File: src/rtl/pipe_pkg.sv
// Shared definitions for pipeline stage registers.
package pipe_pkg;

   // Occupancy state; encoding doubles as the entry count.
   typedef enum logic [1:0] {
      StEmpty = 2'd0,
      StOne   = 2'd1,
      StTwo   = 2'd2
   } pipe_state_e;

   // RISC-V addi x0,x0,0; callers use it to build a NOP payload.
   localparam logic [31:0] INST_NOP = 32'h0000_0013;

endpackage : pipe_pkg

File: src/rtl/sat_counter.sv
// Saturating up-counter with synchronous active-high reset.
module sat_counter #(
   parameter int unsigned W = 16
) (
   input  logic         clk,
   input  logic         rst,
   input  logic         inc,
   output logic [W-1:0] cnt
);

   logic [W-1:0] cnt_q, cnt_d;

   // Increment on request unless already at all-ones.
   always_comb begin
      cnt_d = cnt_q;
      if (inc && (cnt_q != {W{1'b1}})) begin
         cnt_d = cnt_q + 1'b1;
      end
   end

   // Counter state register.
   always_ff @(posedge clk) begin
      if (rst) begin
         cnt_q <= '0;
      end else begin
         cnt_q <= cnt_d;
      end
   end

   assign cnt = cnt_q;

endmodule : sat_counter

File: src/rtl/pipe_stage_reg.sv
// Generic valid/ready pipeline stage with flush and optional 2-entry skid buffer.
module pipe_stage_reg #(
   parameter int unsigned   DW       = 64,
   parameter logic [DW-1:0] NOP_DATA = '0,
   parameter bit            SKID     = 1'b1,
   parameter int unsigned   CNT_W    = 16
) (
   input  logic             clk,
   input  logic             rst,
   input  logic             flush_i,
   input  logic             in_valid_i,
   output logic             in_ready_o,
   input  logic [DW-1:0]    in_data_i,
   output logic             out_valid_o,
   input  logic             out_ready_i,
   output logic [DW-1:0]    out_data_o,
   output logic [1:0]       count_o,
   output logic [CNT_W-1:0] stall_cnt_o
);

   import pipe_pkg::*;

   pipe_state_e   state_q, state_d;
   logic [DW-1:0] main_q, main_d;
   logic [DW-1:0] skid_q, skid_d;
   logic          ready_raw;
   logic          in_fire, out_fire;

   assign out_valid_o = (state_q != StEmpty);
   assign out_data_o  = main_q;
   assign count_o     = state_q;
   // Flush gates ready combinationally so nothing is accepted in a flush cycle.
   assign in_ready_o  = ready_raw & ~flush_i;
   assign in_fire     = in_valid_i & in_ready_o;
   assign out_fire    = out_valid_o & out_ready_i;

   // Occupancy FSM and storage next-state; flush beats the handshakes.
   always_comb begin
      state_d = state_q;
      main_d  = main_q;
      skid_d  = skid_q;
      if (flush_i) begin
         state_d = StEmpty;
         main_d  = NOP_DATA;
         skid_d  = NOP_DATA;
      end else begin
         unique case (state_q)
            StEmpty: begin
               if (in_fire) begin
                  state_d = StOne;
                  main_d  = in_data_i;
               end
            end
            StOne: begin
               if (in_fire && out_fire) begin
                  main_d = in_data_i;
               end else if (SKID && in_fire) begin
                  state_d = StTwo;
                  skid_d  = in_data_i;
               end else if (out_fire) begin
                  state_d = StEmpty;
                  main_d  = NOP_DATA;
               end
            end
            StTwo: begin
               if (out_fire) begin
                  state_d = StOne;
                  main_d  = skid_q;
                  skid_d  = NOP_DATA;
               end
            end
            default: begin
               state_d = StEmpty;
               main_d  = NOP_DATA;
               skid_d  = NOP_DATA;
            end
         endcase
      end
   end

   // State and main register.
   always_ff @(posedge clk) begin
      if (rst) begin
         state_q <= StEmpty;
         main_q  <= NOP_DATA;
      end else begin
         state_q <= state_d;
         main_q  <= main_d;
      end
   end

   if (SKID) begin : g_skid
      logic rdy_q;

      // Skid register plus registered ready, so out_ready_i never reaches in_ready_o.
      always_ff @(posedge clk) begin
         if (rst) begin
            skid_q <= NOP_DATA;
            rdy_q  <= 1'b1;
         end else begin
            skid_q <= skid_d;
            rdy_q  <= (state_d != StTwo);
         end
      end

      assign ready_raw = rdy_q;
   end else begin : g_no_skid
      logic unused_skid_d;

      assign skid_q        = NOP_DATA;
      assign unused_skid_d = ^skid_d;
      // Accept when empty, or when the held entry leaves this same cycle.
      assign ready_raw     = (state_q == StEmpty) | out_ready_i;
   end

   sat_counter #(
      .W(CNT_W)
   ) u_stall_cnt (
      .clk(clk),
      .rst(rst),
      .inc(out_valid_o & ~out_ready_i),
      .cnt(stall_cnt_o)
   );

endmodule : pipe_stage_reg

File: config.mk
export PLATFORM = sky130hd
export DESIGN_NAME = pipe_stage_reg
export DESIGN_NICKNAME = d
export VERILOG_FILES = /design/src/rtl/pipe_pkg.sv /design/src/rtl/sat_counter.sv /design/src/rtl/pipe_stage_reg.sv
export SDC_FILE = /design/constraint.sdc
export NUM_CORES = 1
export LEC_CHECK = 0
export CORE_ASPECT_RATIO = 1.2
export CORE_MARGIN = 2
export CORE_UTILIZATION = 49
export DETAILED_ROUTE_END_ITERATION = 7
export MAX_ROUTING_LAYER = met4
export PLACE_DENSITY = 0.78
export SYNTH_ARGS = -nofsm -noshare
export SYNTH_HDL_FRONTEND = slang
export SYNTH_HIERARCHICAL = 1
export SYNTH_SLANG_ARGS = --single-unit
File: constraint.sdc
create_clock -name clk -period 2.4 [get_ports clk]
set_input_delay 0.6 -clock clk [delete_from_list [all_inputs] [get_ports clk]]
set_output_delay 0.6 -clock clk [all_outputs]
set_load 0.05 [all_outputs]
==> results.md <==
- First-pass GRT wire length: approximately 27000 µm
- Starting Density: approximately half
- Mux contribution to synthesized area: 0.6797%
- Clock-pin slew on the worst setup and hold paths: about 0.060 ns
- Die H: about 130 µm
- Vias in the first global route: 5688
- Synth Area in Compound Gates: approximately a quarter
- Largest family of logic cells by synthesized area: compound AO/OA/AOI/OAI gates
- Global route hottest layer: met2
- Via density: ~6
- Die outline area: ~13000 µm²
- Mapped Area: 6075 µm²
- Max clock buf depth: 2
- Final #Nets: about 890
- Reg2Reg Depth: 7
- Via Count: around 6000
- R2R Setup Slk: about 0.42 ns
- Status: complete, no violations
- DP HPWL: between 10000 and 15000 µm
- CTS H-tree lvls: 4
- WL/cell: approximately 17 µm
- Critical path class: flop to output pin
- First-pass DRT Iterations: 5
- Most frequent cells in the layout: 148 x clkdlybuf4s50_1, 145 x dfxtp_1, 135 x nand2_1, 128 x a22oi_1, 72 x nor2_1
- Area of the multi-input gates: around 2800 µm²
- Final setup viols: 0
- CP Max Fanout: 11
- Area grow syn2layout: 37.80%
- Post-synth ARST share: 0%
- Layout cell share with drive strength beyond 1: roughly 8.1%
- Placer congestion estimate: around 0.88
- Share of the synthesized area in the top cell type: between 40% and 50%
- NetSw: 0.001449 W
- Max_cap viols: 0
- Initial antenna violation count: 0
- Hold_sp: out_data_o[35]$_SDFFE_PP0P_
- Filler cells: 937
- Worst hold path depth: 2
- Sequential power share: ~44%
- Synth area leader: dfxtp_1
- Crit share post-route: between 90% and 100%
- 1st-iter DRT viols: 449
- Root Driver: clkbuf_16
- Data arrival, critical path: 1.71 ns
- Top cell family by delay on the critical path: buffers and inverters
- Clock sink total: about 150
- Yosys reg bits: 147
- Slew @ Worst Pin: around 0.80 ns
- Worst vdd ir: between 0.3 and 0.4 mV
- Max_slew headroom: 46.45%
- Final min period: ~2.3 ns
- Final hold violations: 0
- Area contributors post-synth: dfxtp_1 48%, a22oi_1 16%, nand2_1 8.3%
- Top_reg_cell synth: dfxtp_1
- Synth cell types: 47
- Mapped Avg Cell Area: 8.753 µm²
- CORE AREA: between 10000 and 15000 µm²
- Congestion Overflow GR: 0
- Highest achievable clock rate: 432.0 MHz
- Register area share after synthesis: between 40% and 50%
- TNS Setup: 0 ns
- Residual DRC: 0
- Fin area: approximately 8400 µm²
- Clock power share: between 40% and 50%
- Total track usage: about a quarter
- TritonCTS clock tree: done
- Cell Area, Placed: 7801 µm²
- Power Total: 0.005648 W
- Worst Setup End Kind: output pin
- Met2 usage: about 43%
- Lkg Pwr: 2.725 nW
- Routed Antenna Nets: 0
- Worst Hold Class: flop to flop
- I/O pins: 153
- Worst hold slack: 0.4819 ns
- XOR/XNOR share of the synthesized area: less than 1%
- Synthesized-area fraction occupied by adder cells: less than 1%
- CP Launch Type: flop
- Final WS setup: 0.08529 ns
- Met3 Resource Use GR: 5.901%
- Worst reg2reg endpoint: u_stall_cnt/cnt[6]$_SDFFE_PP0P_
- Count of pins over their slew limit: 0
- Ys Warns: 6
- CP Cell Sequence: clkdlybuf4s50_1
- FF-to-FF Start: count_o[0]$_SDFF_PP0_
- Die Wd: about 110 µm
- Clk_lat worst skew: between 0.4 and 0.5 ns
- CP required: around 1.8 ns
- Slowest CP cell: clkdlybuf4s50_1
- Commonest non-fill, non-tap cell in the layout: clkdlybuf4s50_1
- Register area: approximately 2900 µm²
- RSZ-0062 raised after global routing: false
- Slowest stage delay, CP: about 0.86 ns
- DP Worst Slack: between 0.1 and 0.15 ns
- Switching share of total power: between 20% and 30%
- Largest net degree at the start of global routing: 66
- Row count: 44
- Diode count: 0
- Int Pwr: about 0.0042 W
- Port Buffers: roughly 150
- Simple-gate share of the synthesized area: between 10% and 20%
- PD cells: between 600 and 700 nW/µm²
- Hold Crit Endpoint: out_data_o[35]$_SDFFE_PP0P_
- Final wirelength: about 17000 µm
- Post-synth net total: ~760
- Buf+Inv Stages, Crit Path: 1
- Post-synth EDFFs: 0
- Part of the power in combinational logic: a little over a tenth
- Post-Syn Instances: around 690
- CTS Buf Count: 17
- Met1 Resource Use GR: roughly 30%
- Fin Clk Skew: around 0.008 ns
layout make-up:
| type | count | area share, % |
|---|---|---|
| clock inverter | 14 | 1.540 |
| tap | 161 | 2.407 |
| clock buffer | 18 | 5.247 |
| multi-input combinational | 483 | 33.45 |
| inverter | 4 | 0.1794 |
| sequential | 147 | 35.19 |
| timing repair buffer | 170 | 21.99 |
power groups by stage:
stage | Sequential [W] | Clock, W | Combinational, W
after floorplan | 0.00267 | 0 | 0.000208
after global placement | 0.00255 | 0 | 0.000606
after detailed placement | 0.00256 | 0 | 0.000620
after CTS | 0.00250 | 0.00255 | 0.000623
after global routing | 0.00251 | 0.00268 | 0.000660
final | 0.00250 | 0.00252 | 0.000624
flip-flops by register name, indices dropped and copies added, names as in the netlist:
name and cells:
u_stall_cnt/cnt 16, g_skid.rdy_q 1, out_data_o 64, skid_q 64, count_o 2
tightest hold or removal path: stages, from the launching register on:
cell     delay (ns)
dfxtp_1        0.31
nand2_1        0.05
a31oi_1        0.07
worst max path at each step:
| stage | slack, ns | start | depth (start not counted) | end |
|---|---|---|---|---|
| after floorplan | 0.1 | count_o[0]$_SDFF_PP0_ | 7 | u_stall_cnt/cnt[7]$_SDFFE_PP0P_ |
| after global placement | 0.17 | out_ready_i | 7 | u_stall_cnt/cnt[6]$_SDFFE_PP0P_ |
| after detailed placement | 0.13 | out_ready_i | 5 | u_stall_cnt/cnt[11]$_SDFFE_PP0P_ |
| after CTS | 0.03 | u_stall_cnt/cnt[5]$_SDFFE_PP0P_ | 1 | stall_cnt_o[5] |
| after global routing | 0.01 | u_stall_cnt/cnt[2]$_SDFFE_PP0P_ | 1 | stall_cnt_o[2] |
| final | 0.09 | count_o[1]$_SDFF_PP0_ | 1 | count_o[1] |
cells in the mapped netlist, types with 3 or more instances:
| master | count |
|---|---|
| a22oi_1 | 128 |
| nor2_1 | 73 |
| nand4_1 | 3 |
| nand3_1 | 6 |
| clkbuf_1 | 18 |
| nor3_1 | 4 |
| buf_2 | 31 |
| o31ai_1 | 6 |
| or4_1 | 7 |
| and4_1 | 3 |
| a21oi_1 | 11 |
| or3_1 | 4 |
| o21ai_0 | 4 |
| mux2i_1 | 3 |
| nand2_1 | 135 |
| a31oi_1 | 64 |
| buf_6 | 7 |
| inv_1 | 3 |
| nor2b_1 | 5 |
| dfxtp_1 | 147 |
logic make-up after synthesis:
kind of cell | Yosys count
AOI/OAI and AO/OA | 220
muxes | 4
adders and majority gates | 1
DFF | 147
and+or+nand+nor | 256
buffers and inverters | 64
xor gates and xnor gates | 2
repair_timing:
item                                   4_1_cts  5_1_grt
gates resized for setup                      1        1
setup endpoints to repair                    1        1
hold buffers                                 0        0
endpoints found under the hold margin        0        0
buffers inserted                             0        0
metrics by stage:
stage          utilization (%)  instances
2_1_floorplan                -        694
3_3_place_gp             64.41        965
3_5_place_dp             64.41        965
4_1_cts                  69.09        997
5_1_grt                  69.11        997
6_report                 69.11        997
layer usage:
metal / wire length, µm / share of wire (%) / vias to the layer above
li1: - / - / 2807
met1: 7035 / 42 / 2879
met2: 8530 / 51 / 280
met3: 1017 / 6.0 / 24
met4: 289 / 1.7 / 0
met5: 0 / 0 / -
Power figures use the tool's default switching activity.
